===== src/rtl/mbisr_pkg.sv =====
// Shared types and defaults for the MBISR repair CAM: FSM state encoding and the CAM entry layout.
package mbisr_pkg;

    localparam int MBISR_ADDR_W     = 5;
    localparam int MBISR_NUM_SPARES = 4;
    // Entries store a zero-extended address so one struct serves every ADDR_W up to this width.
    localparam int MBISR_MAX_ADDR_W = 16;

    typedef enum logic [1:0] {
        ST_IDLE    = 2'd0,
        ST_CAPTURE = 2'd1,
        ST_LOCKED  = 2'd2,
        ST_OVF     = 2'd3
    } mbisr_state_e;

    typedef struct packed {
        logic                        valid;
        logic [MBISR_MAX_ADDR_W-1:0] addr;
    } mbisr_entry_t;

endpackage


===== src/rtl/mbisr_cam_match.sv =====
// Fully-associative compare of one key against all repair entries; returns hit flag and lowest matching index.
module mbisr_cam_match
    import mbisr_pkg::*;
#(
    parameter int NUM_SPARES = MBISR_NUM_SPARES,
    parameter int IDX_W      = 2
) (
    input  mbisr_entry_t [NUM_SPARES-1:0] entries_i,
    input  logic [MBISR_MAX_ADDR_W-1:0]   key_i,
    output logic                          hit_o,
    output logic [IDX_W-1:0]              idx_o
);

    logic found;

    always_comb begin
        found = 1'b0;
        idx_o = '0;
        for (int i = 0; i < NUM_SPARES; i++) begin
            if (!found && entries_i[i].valid && (entries_i[i].addr == key_i)) begin
                found = 1'b1;
                idx_o = IDX_W'(i);
            end
        end
        hit_o = found;
    end

endmodule


===== src/rtl/mbisr_repair_cam.sv =====
// MBISR repair CAM: captures MBIST fail addresses into spare-row entries, then remaps functional accesses.
// Optional feature: define MBISR_SOFT_CLEAR_EN to add the soft_clr input (table clear back to IDLE).
module mbisr_repair_cam
    import mbisr_pkg::*;
#(
    parameter  int ADDR_W     = MBISR_ADDR_W,
    parameter  int NUM_SPARES = MBISR_NUM_SPARES,
    localparam int IDX_W      = (NUM_SPARES > 1) ? $clog2(NUM_SPARES) : 1,
    localparam int CNT_W      = $clog2(NUM_SPARES + 1)
) (
    input  logic              clk,
    input  logic              rst,
`ifdef MBISR_SOFT_CLEAR_EN
    input  logic              soft_clr,
`endif
    input  logic              bist_start,
    input  logic              fail_valid,
    input  logic [ADDR_W-1:0] fail_addr,
    input  logic              bist_done,
    input  logic              acc_valid,
    input  logic [ADDR_W-1:0] acc_addr,
    output logic              out_valid,
    output logic              out_spare,
    output logic [IDX_W-1:0]  out_idx,
    output logic [ADDR_W-1:0] out_addr,
    output logic              repair_ok,
    output logic              repair_ovf,
    output logic [CNT_W-1:0]  used_cnt
);

    mbisr_state_e                  state_q, state_d;
    mbisr_entry_t [NUM_SPARES-1:0] tbl_q, tbl_d;
    logic [CNT_W-1:0]              used_q, used_d;
    logic                          ok_q, ok_d;
    logic                          ovf_q, ovf_d;

    logic              out_valid_q;
    logic              out_spare_q;
    logic [IDX_W-1:0]  out_idx_q;
    logic [ADDR_W-1:0] out_addr_q;

    logic             fail_hit;
    logic [IDX_W-1:0] fail_idx_unused;
    logic             acc_hit;
    logic [IDX_W-1:0] acc_idx;
    logic             free_found;
    logic [IDX_W-1:0] free_idx;
    logic             clr_soft;

`ifdef MBISR_SOFT_CLEAR_EN
    assign clr_soft = soft_clr;
`else
    assign clr_soft = 1'b0;
`endif

    mbisr_cam_match #(
        .NUM_SPARES (NUM_SPARES),
        .IDX_W      (IDX_W)
    ) u_fail_match (
        .entries_i (tbl_q),
        .key_i     (MBISR_MAX_ADDR_W'(fail_addr)),
        .hit_o     (fail_hit),
        .idx_o     (fail_idx_unused)
    );

    mbisr_cam_match #(
        .NUM_SPARES (NUM_SPARES),
        .IDX_W      (IDX_W)
    ) u_acc_match (
        .entries_i (tbl_q),
        .key_i     (MBISR_MAX_ADDR_W'(acc_addr)),
        .hit_o     (acc_hit),
        .idx_o     (acc_idx)
    );

    // Entries are only ever cleared as a whole, so the lowest invalid slot is the next allocation.
    always_comb begin
        free_found = 1'b0;
        free_idx   = '0;
        for (int i = 0; i < NUM_SPARES; i++) begin
            if (!free_found && !tbl_q[i].valid) begin
                free_found = 1'b1;
                free_idx   = IDX_W'(i);
            end
        end
    end

    always_comb begin
        state_d = state_q;
        tbl_d   = tbl_q;
        used_d  = used_q;
        ok_d    = ok_q;
        ovf_d   = ovf_q;
        if (clr_soft) begin
            state_d = ST_IDLE;
            tbl_d   = '0;
            used_d  = '0;
            ok_d    = 1'b0;
            ovf_d   = 1'b0;
        end else if (bist_start) begin
            state_d = ST_CAPTURE;
            tbl_d   = '0;
            used_d  = '0;
            ok_d    = 1'b0;
            ovf_d   = 1'b0;
        end else if (state_q == ST_CAPTURE) begin
            if (fail_valid && !fail_hit) begin
                if ((used_q == CNT_W'(NUM_SPARES)) || !free_found) begin
                    state_d = ST_OVF;
                    ovf_d   = 1'b1;
                end else begin
                    tbl_d[free_idx].valid = 1'b1;
                    tbl_d[free_idx].addr  = MBISR_MAX_ADDR_W'(fail_addr);
                    used_d                = used_q + CNT_W'(1);
                end
            end
            // A same-cycle fail is captured first; an overflow there pre-empts the lock.
            if (bist_done && (state_d == ST_CAPTURE)) begin
                state_d = ST_LOCKED;
                ok_d    = 1'b1;
            end
        end
    end

    always_ff @(posedge clk or posedge rst) begin
        if (rst) begin
            state_q     <= ST_IDLE;
            tbl_q       <= '0;
            used_q      <= '0;
            ok_q        <= 1'b0;
            ovf_q       <= 1'b0;
            out_valid_q <= 1'b0;
            out_spare_q <= 1'b0;
            out_idx_q   <= '0;
            out_addr_q  <= '0;
        end else begin
            state_q     <= state_d;
            tbl_q       <= tbl_d;
            used_q      <= used_d;
            ok_q        <= ok_d;
            ovf_q       <= ovf_d;
            out_valid_q <= acc_valid;
            out_addr_q  <= acc_addr;
            out_spare_q <= acc_valid && (state_q == ST_LOCKED) && acc_hit;
            out_idx_q   <= (acc_valid && (state_q == ST_LOCKED) && acc_hit) ? acc_idx : '0;
        end
    end

    assign out_valid  = out_valid_q;
    assign out_spare  = out_spare_q;
    assign out_idx    = out_idx_q;
    assign out_addr   = out_addr_q;
    assign repair_ok  = ok_q;
    assign repair_ovf = ovf_q;
    assign used_cnt   = used_q;

endmodule

===== config.mk =====
export PLATFORM = sky130hd
export DESIGN_NAME = mbisr_repair_cam
export DESIGN_NICKNAME = d
export VERILOG_FILES = /design/src/rtl/mbisr_pkg.sv /design/src/rtl/mbisr_cam_match.sv /design/src/rtl/mbisr_repair_cam.sv
export SDC_FILE = /design/constraint.sdc
export NUM_CORES = 1
export LEC_CHECK = 0
export ABC_CLOCK_PERIOD_IN_PS = 2860
export CORE_MARGIN = 5
export CORE_UTILIZATION = 30
export CTS_BUF_LIST = sky130_fd_sc_hd__clkbuf_16
export DETAILED_ROUTE_END_ITERATION = 16
export GPL_TIMING_DRIVEN = 0
export PLACE_DENSITY = 0.59
export SYNTH_ARGS = -nofsm -noshare
export SYNTH_HDL_FRONTEND = slang
export SYNTH_SLANG_ARGS = --single-unit

===== constraint.sdc =====
create_clock -name clk -period 2.86 [get_ports clk]
set_clock_uncertainty 0.1 [all_clocks]
set_input_delay 0.286 -clock clk [delete_from_list [all_inputs] [get_ports clk]]
set_output_delay 0.286 -clock clk [all_outputs]
set_load 0.01 [all_outputs]

==> results.md <==
- Outcome: completed
- Period utilization: 82.4%
- Clock root cell: clkbuf_16
- Leading area contributor after synthesis: dfrtp_1
- Slew Viols, Final: 0
- Top Metal Used: met4
- Number of global-route vias before repair: 1,646
- CP Max Fanout: 10
- Syn Inst Count: 213
- Yosys cell types: 39
- Final Non-Filler Cells: 344
- Max Cap Viol: 0
- Clk slew on worst S/H paths: 0.06 ns
- RSZ-0062 raised after global routing: no
- CP peak stage delay: 0.39 ns
- Syn. warnings: 0
- Worst-path cell chain: clkbuf_1 -> and4_1 -> a21oi_1 -> nand3b_1 -> nor2_1 -> nand4_1 -> mux2i_1
- CTS Hold Bufs: 0
- I/O pin cnt: 30
- Vias per Instance: 4.77
- Most numerous cell in the Yosys netlist: dfrtp_1
- Critical Path AT: 2.45 ns
- DRT antenna net count: 0
- Power Dens Cells: 494 nW/um2
- Routed vias: 1,642
- DP HPWL: 3880 um
- WP buf/inv: 1
- Total gr overflow: 0
- WL met1: 2450 um
- Ys flop type: dfrtp_1
- Diode count: 0
- GRT Util Overall: 12.3%
- TritonCTS Buffers: 5
- Setup bufs post-CTS: 0
- Placer congestion estimate: 0.808
- Mean Syn Cell Area: 10.3 um2
- Total Routed Length: 5100 um
- Clock buffer depth: 2
- Number of synthesized flops with an enable pin: 0
- Number of buffers added on ports: 24
- Synthesis-to-finish area growth: 23.0%
- Post-Syn Area: 2190 um2
- Pleak: 1.19 nW
- Synth Net Count: 231
- Nets: 262
- CP top delay family: simple AND/OR/NAND/NOR gates
- Largest net degree at the start of global routing: 41
- Placement row count: 31
- Htree depth: 2
- Die Width: 95.4 um
- Worst Max-Slew Pin Slew: 0.807 ns
- First-pass GRT wire length: 8450 um
- Post-Place Cells: 336
- Final min period: 2.36 ns
- Sink Count: 40
- Layout cells sized above 1: 9.39%
- Metal3 WL: 248 um
- Top cells by area, synth: dfrtp_1 (46%), xor2_1 (8.8%), mux2i_1 (7.3%), xnor2_1 (7.2%), nand2_1 (4.6%)
- Synthesized flop and latch total: 40
- Crit Path Class: register to register
- CP max stage cell: nand4_1
- Register area share after synthesis: 45.8%
- Post-synth top cells: dfrtp_1 (40), nand2_1 (27), xor2_1 (22)
- Initial core utilization: 30.5%
- Die Span Y: 95.4 um
- CTS tree: yes
- Max Clock Freq: 0.424 GHz
- Setup-failing EPs final: 0
- Crit start category: register
- Setup_tns: 0 ns
- CP required: 2.95 ns
- Post-synth top area share: 45.8%
- Clk Latency, worst-skew pair: 0.28 ns
- Final Hold Viols: 0
- DRT iter0 DRCs: 69
- Initial antenna violation count: 0
- Worst Hold Class: input port to register
- WL met2: 2350 um
- Async SR Flop Fraction: 100%
- Routed WL per cell: 14.8 um
- Post-route DRC violation count: 0
- Endpoint class of the critical path: register
- Router iterations before antenna repair: 4
- PostCTS Resize Cnt: 0
- DIE AREA: 9100 um2
- IR drop worst, VDD: 221 uV
- Core area: 7180 um2
- Slew headroom: 46.1%
[metrics by stage]
step	util, %	hold slack (ns)	total power, mW	cell area, um2	setup WS [ns]
2_1_floorplan	-	0.217	0.732	2190	0.762
3_3_place_gp	35.6	0.372	0.803	2550	0.527
3_5_place_dp	35.6	0.378	0.804	2550	0.514
4_1_cts	37.5	0.310	1.34	2690	0.514
5_1_grt	37.5	0.323	1.39	2690	0.295
6_report	37.5	0.314	1.33	2690	0.502
[worst min-delay path, stage by stage]
cell and delay [ns]:
buf_6 0.11, nand2_1 0.16, mux2i_1 0.09
[cells by family (layout without fill, tap and decap cells)]
family                   count (synthesis)  count (layout)  synth area share (%)
adder cells (fa/ha/maj)                  2               2                  1.14
XOR/XNOR                                40              40                  16.0
AND/OR/NAND/NOR                         75              75                  17.4
multiplexers                            17              17                  7.84
buffers and inverters                   18              50                  4.46
AO/OA/AOI/OAI                           21              21                  7.32
flip-flops                              40              40                  45.8
[power by group]
group / total (mW) / switching [mW] / internal, mW
clock network: 0.537 / 0.220 / 0.317
logic: 0.185 / 0.102 / 0.0831
registers: 0.606 / 0.0190 / 0.587
total: 1.33 / 0.341 / 0.987
[final cells by class]
| class | instances | area [um2] |
|---|---|---|
| tap | 99 | 124 |
| timing repair buffer | 24 | 240 |
| clock inverter | 3 | 13.8 |
| buffer | 12 | 75.1 |
| multi-input combinational | 155 | 1090 |
| inverter | 6 | 22.5 |
| clock buffer | 5 | 125 |
| sequential | 40 | 1000 |
| fill | 738 | 4490 |
[worst paths after layout]
path / depth (start not counted) / slack (ns) / endpoint / startpoint
min in group asynchronous: 2 / 0.39 / out_addr[0] / rst
max in group asynchronous: 2 / 1.77 / tbl_q[3] / rst
hold / removal: 3 / 0.31 / tbl_q[36] / fail_addr[2]
setup reg to reg: 7 / 0.50 / tbl_q[21] / tbl_q[16]
setup / recovery: 7 / 0.50 / tbl_q[21] / tbl_q[16]
hold reg to reg: 2 / 0.39 / repair_ovf / repair_ovf
[flip-flops by register name, indices dropped and copies added (netlist names)]
signal and cells:
out_idx 2, tbl_q 24, used_cnt 3, out_spare 1
out_addr 5, repair_ovf 1, state_q 2, out_valid 1
repair_ok 1
[layer usage]
metal	global-route usage, %	up-vias
met3	3.47	6
met1	16.6	808
met4	3.79	0
met5	0	-
li1	-	795
met2	19.0	33
[layout by cell type (no fill, tap or decap), types with 6 or more instances in the layout]
cell type,instances
clkbuf_1,6
clkdlybuf4s50_1,24
dfrtp_1,40
nor3_1,9
mux2i_1,16
xor2_1,22
nand2_1,27
a31o_2,6
xnor2_1,18
nor2_1,12
Power figures use the tool's default switching activity.
